File: config.mk
export PLATFORM = sky130hd
export DESIGN_NAME = mem_arbiter
export DESIGN_NICKNAME = d
export VERILOG_FILES = /design/src/rtl/mem_arbiter.sv
export SDC_FILE = /design/constraint.sdc
export NUM_CORES = 1
export LEC_CHECK = 0
export ABC_AREA = 1
export BUFFER_PORTS_ARGS = -buffer_cell sky130_fd_sc_hd__buf_2
export CAP_MARGIN = 20
export CORE_MARGIN = 2
export CORE_UTILIZATION = 47
export CTS_CLUSTER_SIZE = 24
export DETAILED_ROUTE_END_ITERATION = 8
export GPL_ROUTABILITY_DRIVEN = 0
export PLACE_DENSITY = 0.86
export SLEW_MARGIN = 20
export SYNTH_ARGS = -nofsm -noshare
export SYNTH_HDL_FRONTEND = slang
export SYNTH_SLANG_ARGS = --single-unit
File: constraint.sdc
create_clock -name clk -period 1.9 [get_ports clk]
set_input_delay 0.38 -clock clk [delete_from_list [all_inputs] [get_ports clk]]
set_output_delay 0.38 -clock clk [all_outputs]
set_load 0.005 [all_outputs]
File: src/rtl/mem_arbiter.sv
// Two-port arbiter sharing one single-ported memory between fetch and data stages (macro MEM_ARB_PERF_EN adds wait counters).
// Latency: request to *_valid is 3 cycles minimum (grant, mem_en, mem_ready), plus any extra memory wait cycles.
// Backpressure: requests are held until *_valid; *_stall is high while a request waits; data wins over fetch.
module mem_arbiter #(
    parameter int ADDR_W = 16,
    parameter int DATA_W = 16
) (
    input  logic              clk,
    input  logic              rst,
    input  logic              if_req,
    input  logic [ADDR_W-1:0] if_addr,
    output logic [DATA_W-1:0] if_rdata,
    output logic              if_valid,
    output logic              if_stall,
    input  logic              dm_req,
    input  logic              dm_we,
    input  logic [ADDR_W-1:0] dm_addr,
    input  logic [DATA_W-1:0] dm_wdata,
    output logic [DATA_W-1:0] dm_rdata,
    output logic              dm_valid,
    output logic              dm_stall,
    input  logic              hlt,
    output logic              halted,
    output logic              mem_en,
    output logic              mem_wr,
    output logic [ADDR_W-1:0] mem_addr,
    output logic [DATA_W-1:0] mem_wdata,
    input  logic [DATA_W-1:0] mem_rdata,
    input  logic              mem_ready
`ifdef MEM_ARB_PERF_EN
    ,
    output logic [15:0]       perf_if_wait,
    output logic [15:0]       perf_dm_wait
`endif
);

    typedef enum logic [1:0] {
        IDLE    = 2'd0,
        DM_BUSY = 2'd1,
        IF_BUSY = 2'd2,
        HALT    = 2'd3
    } state_t;

    state_t state;
    logic   halt_q;
    logic   dm_pend;
    logic   if_pend;
    logic   dm_gnt;
    logic   if_gnt;
    logic   go_halt;

    // A requester whose valid is showing still holds its request; masking it avoids a reissue.
    assign dm_pend = dm_req & ~dm_valid;
    assign if_pend = if_req & ~if_valid;

    assign dm_gnt  = ((state == IDLE) & ~hlt & dm_pend) | ((state == HALT) & dm_pend);
    assign if_gnt  = (state == IDLE) & ~hlt & if_pend & ~dm_pend;
    assign go_halt = halt_q | hlt;

    assign if_stall = if_req & ~if_valid;
    assign dm_stall = dm_req & ~dm_valid;

    always_ff @(posedge clk or negedge rst) begin
        if (!rst) begin
            state     <= IDLE;
            halt_q    <= 1'b0;
            halted    <= 1'b0;
            if_rdata  <= '0;
            if_valid  <= 1'b0;
            dm_rdata  <= '0;
            dm_valid  <= 1'b0;
            mem_en    <= 1'b0;
            mem_wr    <= 1'b0;
            mem_addr  <= '0;
            mem_wdata <= '0;
        end else begin
            if_valid <= 1'b0;
            dm_valid <= 1'b0;
            mem_en   <= 1'b0;
            if (hlt) begin
                halt_q <= 1'b1;
            end
            case (state)
                IDLE, HALT: begin
                    if ((state == IDLE) && hlt) begin
                        state  <= HALT;
                        halted <= 1'b1;
                    end else if (dm_gnt) begin
                        state     <= DM_BUSY;
                        halted    <= 1'b0;
                        mem_en    <= 1'b1;
                        mem_wr    <= dm_we;
                        mem_addr  <= dm_addr;
                        mem_wdata <= dm_wdata;
                    end else if (if_gnt) begin
                        state     <= IF_BUSY;
                        mem_en    <= 1'b1;
                        mem_wr    <= 1'b0;
                        mem_addr  <= if_addr;
                        mem_wdata <= '0;
                    end
                end
                DM_BUSY: begin
                    if (mem_ready) begin
                        dm_valid <= 1'b1;
                        if (!mem_wr) begin
                            dm_rdata <= mem_rdata;
                        end
                        state  <= go_halt ? HALT : IDLE;
                        halted <= go_halt;
                    end
                end
                IF_BUSY: begin
                    if (mem_ready) begin
                        if_valid <= 1'b1;
                        if_rdata <= mem_rdata;
                        state    <= go_halt ? HALT : IDLE;
                        halted   <= go_halt;
                    end
                end
                default: state <= IDLE;
            endcase
        end
    end

`ifdef MEM_ARB_PERF_EN
    always_ff @(posedge clk or negedge rst) begin
        if (!rst) begin
            perf_if_wait <= 16'h0000;
            perf_dm_wait <= 16'h0000;
        end else begin
            if (if_stall && (perf_if_wait != 16'hFFFF)) begin
                perf_if_wait <= perf_if_wait + 16'h0001;
            end
            if (dm_stall && (perf_dm_wait != 16'hFFFF)) begin
                perf_dm_wait <= perf_dm_wait + 16'h0001;
            end
        end
    end
`endif

endmodule

==> impl_results.md, run 1 <==
- Buf+Inv Stages, Crit Path: 3
- Cell Area, Synth: 0.00317 mm²
- Overflow after GRT: 0
- Most Used Layer, Global Route: met2
- Yosys top cell area share: 0.568
- # fillers: 545
- First drt pass iteration count: 4
- Worst R2R Path Depth: 6
- Sequential Power Share: 0.390
- CTS tree: yes
- Pwr/cell area: 1590 mW/mm²
- TritonCTS buffer count: 9
- Placed cells: 581
- Std-Cell Rows: 29
- Post-CTS setup buffer count: 0
- Clock Sinks: 72
- Worst setup EP type: flip-flop
- Cells after Synth: 371
- Logic gate share of total power: 0.393
- Largest net degree at the start of global routing: 43
- Worst-path fanout max: 11
- Worst-path cell with the longest stage delay: dfrtp_1
- Worst-path clk slew: 80 ps
- Synth cell types: 23
- Grt met1 use: 0.268
- First-pass GRT wire length: 11.9 mm
- Run status: completed
- Final Power: 0.00663 W
- Drt total wl: 7.28 mm
- Most numerous cell in the Yosys netlist: nand2_1
- CTS Buffer Depth: 2
- Fin Hold WS: 50.4 ps
- Ports: 142
- Final hold violations: 0
- Worst r2r dst: mem_wr$_DFFE_PN0P_
- Net Sw Power: 0.00245 W
- Post-synth EDFFs: 0
- Antenna Cells: 0
- H-tree depth: 3
- Clock power frac: 0.218
- Clock skew: 7.58 ps
- Post-synth top flop: dfrtp_1
- Critical Path RT: 2160 ps
- Slew @ Worst Pin: 517 ps
- Unrepaired setup endpoints after global routing: false
- Synthesized net count: 446
- Slew Viols, Final: 0
- Post-synthesis register bit count: 72
- Nets@finish: 590
- Pre-CTS setup slack: 130 ps
- Vias in the first global route: 2615
- Met3 Use GR: 0.0712
- Worst setup margin: 216 ps
- Count of final setup violators: 0
- Top cells by count, synth: 169 x nand2_1, 72 x dfrtp_1, 40 x inv_1
- Clk_lat worst skew: 340 ps
- Relative slew slack: 0.655
- Final Cycle Share: 0.886
- Die width: 86.2 µm
- Int Power: 0.00419 W
- Met2 Usage GRT: 0.330
- R2r startpoint: state[0]$_DFFE_PN0P_
- Root Driver: clkbuf_8
- DRT iter0 DRCs: 84
- Crit path largest cell delay: 400 ps
- Top delay family on crit path: buffers and inverters
- Crit-path most repeated cell: inv_1
- Post-Layout Cell Count: 597
- Ys async rst share: 1.00
- Reg2Reg Setup Slack: 220 ps
- Crit-path cells: inv_1, ha_1, inv_1, nand3_1, buf_4, o21ai_0
- Sequential share of the synthesized area: 0.568
- Die Ht: 86.2 µm
- Effective utilization at floorplan: 0.494
- ANT nets after route: 0
- Total Neg Setup Slack: 0 ps
- Post-route DRC: 0
- Area grow syn2layout: 31.3%
- Wire per inst: 12.2 µm
- WP data arrival: 1950 ps
- Switching share of power: 0.369
- Via density: 4.72
- GRT Overall Usage: 0.207
- CP Class: reg -> reg
- Area leader, netlist: dfrtp_1
- Initial antenna violation count: 0
- Layout cells sized above 1: 0.350
- Worst setup SP type: flip-flop
- Die area: 0.00742 mm²
- Yosys warns: 0
- Max Cap Viol: 0
- Hold-fix buffers, CTS: 0
- Post-DP HPWL: 5.43 mm
- Synth Area per Inst: 8.55 µm²
- Core area: 0.00642 mm²
- Fin crit period: 1680 ps
- FMAX: 594 MHz
- Maximum VDD drop: 816 µV
- IO buf count: 141
- Min-delay worst type: in -> async
- Vias: 2819
- Lkg Pwr: 2.52 nW
- Top post-synthesis cells by area: dfrtp_1 57%, nand2_1 20%, inv_1 4.7%, o21ai_0 4.1%, o21ai_1 3.2%
layout by cell type, fill, tap and decap left out, types with 4 or more instances in the layout:
cell type  count
nand2_1      169
buf_2        141
dfrtp_1       72
inv_1         40
o21ai_0       26
o21ai_1       20
clkbuf_8       9
buf_4          7
o21ai_2        4
ha_1           4
worst max path at each step:
stage	start	endpoint	cells past startpoint
floorplan	state[0]$_DFFE_PN0P_	state[0]$_DFFE_PN0P_	8
global placement	state[0]$_DFFE_PN0P_	mem_wdata[14]$_DFFE_PN0P_	10
detailed placement	state[0]$_DFFE_PN0P_	mem_wdata[2]$_DFFE_PN0P_	10
CTS	state[0]$_DFFE_PN0P_	mem_wdata[2]$_DFFE_PN0P_	10
global route	state[0]$_DFFE_PN0P_	mem_wdata[8]$_DFFE_PN0P_	10
finish	state[0]$_DFFE_PN0P_	mem_wr$_DFFE_PN0P_	6
what timing repair did:
action	CTS	global route
hold endpoints to repair	0	0
gates resized for setup	0	1
endpoints found under the setup margin	0	29
flip-flops by register name, summed over array words and instances (netlist names):
register / count
dm_valid: 1
mem_addr: 16
halt_q: 1
mem_en: 1
mem_wdata: 16
if_rdata: 16
state: 2
halted: 1
dm_rdata: 16
mem_wr: 1
if_valid: 1
logic make-up (layout without fill, tap and decap cells):
| family | Yosys count | in the layout | synth area share |
|---|---|---|---|
| compound gates | 51 | 51 | 0.0852 |
| fa+ha+maj | 4 | 4 | 0.0158 |
| buf+inv | 58 | 207 | 0.0864 |
| flops | 72 | 72 | 0.568 |
| simple gates | 186 | 186 | 0.245 |
metrics by stage:
| step | instance area (µm²) | utilization |
|---|---|---|
| after CTS | 4160 | 0.648 |
| after detailed placement | 3920 | 0.610 |
| after global placement | 3920 | 0.610 |
| after global routing | 4170 | 0.649 |
| final | 4170 | 0.649 |
| after floorplan | 3170 | - |
layout make-up:
type | instances | area [µm²] | area share
Timing Repair Buffer | 149 | 769 | 0.185
Clock inverter | 7 | 119 | 0.0285
Inverter | 42 | 158 | 0.0378
Clock buffer | 9 | 124 | 0.0297
Sequential cell | 72 | 1800 | 0.433
Tap cell | 77 | 96.3 | 0.0231
Multi-Input combinational cell | 241 | 1100 | 0.263
power groups by stage:
stage                     Combinational, W  Sequential (W)  Clock (W)
final                              0.00260         0.00258    0.00145
after global routing               0.00299         0.00266    0.00155
after CTS                          0.00264         0.00258    0.00147
after detailed placement           0.00264         0.00259          0
after global placement             0.00251         0.00257          0
after floorplan                    0.00154         0.00264          0
routing by layer:
metal | up-vias | share of wire
met4 | 0 | 0.011
met5 | - | 0
met2 | 123 | 0.46
met3 | 8 | 0.097
met1 | 1275 | 0.43
li1 | 1413 | -
Note: power is estimated with default switching activity, not from simulation.
==> inputs of run 2 (changes only) <==
Settings changed: CORE_MARGIN 2 to 8.
==> run 2 against run 1 <==
Wire length grew 17%. Register-to-register slack lost 90 ps. Design area shrank 0.48%. Power shrank 2.6%. Via count grew 1.5%. Global-route usage shrank 3.2 points. Sequential share of layout area grew 0.21 points. Count of clock-buffer cells in the layout grew 2. Maximum frequency shrank 5.3%. Combinational power grew 4%. Critical endpoint is now mem_wdata[13]$_DFFE_PN0P_. Largest cell class unchanged. Largest power group unchanged.
==> impl_results.md, run 2 (synthesis results as in run 1) <==
- Slew Viols, Final: 0 (unchanged)
- Worst setup EP type: flip-flop
- Die area: 0.00964 mm² (+30%)
- IO buf count: 141 (unchanged)
- Run status: completed
- Maximum VDD drop: 815 µV (-0.10%)
- Clock Sinks: 72 (unchanged)
- Vias in the first global route: 2909 (+11%)
- Core area: 0.00668 mm² (+4.0%)
- GRT Overall Usage: 0.175 (-0.0320)
- Post-DP HPWL: 6.39 mm (+18%)
- DRT iter0 DRCs: 114 (+36%)
- Post-route DRC: 0 (unchanged)
- ANT nets after route: 0 (unchanged)
- Die Ht: 98.2 µm (+14%)
- Lkg Pwr: 2.50 nW (-0.82%)
- Slew @ Worst Pin: 422 ps (-95.6 ps)
- Post-CTS setup buffer count: 0 (unchanged)
- Final Cycle Share: 0.935 (+0.0493)
- Clock skew: 8.22 ps (+0.640 ps)
- Relative slew slack: 0.719 (+0.0638)
- Commonest non-fill, non-tap cell in the layout: nand2_1
- Post-Layout Cell Count: 599 (+0.34%)
- H-tree depth: 3 (unchanged)
- Overflow after GRT: 0 (unchanged)
- Max Cap Viol: 0 (unchanged)
- Wire per inst: 14.2 µm (+16%)
- Count of final setup violators: 0 (unchanged)
- Commonest cells after routing, fill and taps aside: 168 x nand2_1, 140 x buf_2, 72 x dfrtp_1, 40 x inv_1, 26 x o21ai_0
- Final Power: 0.00646 W (-2.6%)
- Design Area, Final: 0.00415 mm² (-0.48%)
- Min-delay worst type: in -> reg
- FMAX: 563 MHz (-5.3%)
- Placed cells: 581 (unchanged)
- Initial antenna violation count: 0 (unchanged)
- Fin Hold WS: 274 ps (+224 ps)
- Largest net degree at the start of global routing: 42 (-2.3%)
- Area grow syn2layout: 30.6%
- Layout cells sized above 1: 0.347 (-0.00318)
- Antenna Cells: 0 (unchanged)
- Total Neg Setup Slack: 0 ps (unchanged)
- CTS tree: yes
- First drt pass iteration count: 4 (unchanged)
- Ports: 142 (unchanged)
- Unrepaired setup endpoints after global routing: true
- Worst-path fanout max: 19 (+8)
- Pwr/cell area: 1560 mW/mm² (-2.2%)
- Die width: 98.2 µm (+14%)
- CP Class: reg -> reg
- TritonCTS buffer count: 9 (unchanged)
- Worst-path clk slew: 70 ps (about the same)
- Final hold violations: 0 (unchanged)
- CTS Buffer Depth: 2 (unchanged)
- Std-Cell Rows: 30 (+3.4%)
- Root Driver: clkbuf_8
- WP data arrival: 2000 ps (+50 ps)
- Vias: 2862 (+1.5%)
- Clk_lat worst skew: 330 ps (about the same)
- Post-DP Area: 0.00392 mm² (about the same)
- Drt total wl: 8.48 mm (+17%)
- First-pass GRT wire length: 13.7 mm (+15%)
- Worst setup SP type: flip-flop
- Nets@finish: 589 (-0.17%)
- Effective utilization at floorplan: 0.475 (-0.0192)
- Critical Path RT: 2120 ps (-40 ps)
- Via density: 4.78 (+1.2%)
- # fillers: 598 (+9.7%)
- Fin crit period: 1780 ps (+93.7 ps)
[run 2: metrics by stage]
stage,utilization,setup WS [ps]
floorplan,-,396
global placement,0.586,163
detailed placement,0.586,30.8
CTS,0.617,34.3
global route,0.620,-9.96
finish,0.620,123
[run 2: final timing paths]
check | start | endpoint | slack, ps | depth (start not counted)
worst max-delay path | state[0]$_DFFE_PN0P_ | mem_wdata[13]$_DFFE_PN0P_ | 120 | 6
worst min-delay path | dm_wdata[5] | mem_wdata[5]$_DFFE_PN0P_ | 270 | 3
worst max register to register | state[0]$_DFFE_PN0P_ | mem_wdata[13]$_DFFE_PN0P_ | 120 | 6
worst min register to register | mem_addr[15]$_DFFE_PN0P_ | mem_addr[15]$_DFFE_PN0P_ | 480 | 2
max in group asynchronous | rst | if_rdata[10]$_DFFE_PN0P_ | 790 | 3
min in group asynchronous | rst | mem_addr[5]$_DFFE_PN0P_ | 530 | 2
[run 2: layout make-up]
| type | instances | area (µm²) | share of cell area |
|---|---|---|---|
| sequential | 72 | 1800 | 0.435 |
| multi-input combinational | 242 | 1120 | 0.270 |
| timing repair buffer | 147 | 768 | 0.185 |
| inverter | 42 | 160 | 0.0386 |
| clock buffer | 11 | 141 | 0.0341 |
| tap | 80 | 100 | 0.0241 |
| clock inverter | 5 | 56.3 | 0.0136 |
[run 2: layer usage]
| metal | GRT usage | wire length [µm] | share of wire |
|---|---|---|---|
| met5 | 0 | 0 | 0 |
| met4 | 0.0708 | 126 | 0.015 |
| met3 | 0.0797 | 973 | 0.11 |
| met2 | 0.279 | 3810 | 0.45 |
| met1 | 0.200 | 3560 | 0.42 |
[run 2: critical path, stage by stage (launching register included)]
cell	delay, ps
dfrtp_1	400
inv_1	90
ha_1	330
inv_1	310
nand3_4	300
nand2_1	170
o21ai_2	70
[run 2: timing repair]
| action | in CTS | in global routing |
|---|---|---|
| hold buffers | 1 | 0 |
| setup endpoints to repair | 0 | 30 |
| gates resized for setup | 0 | 4 |
| endpoints found under the hold margin | 31 | 0 |
[run 2: where the power goes]
part | switching, W | total [W] | internal [W]
Combinational | 0.00160 | 0.00270 | 0.00109
Clock | 0.000543 | 0.00118 | 0.000640
Sequential | 0.000365 | 0.00258 | 0.00221
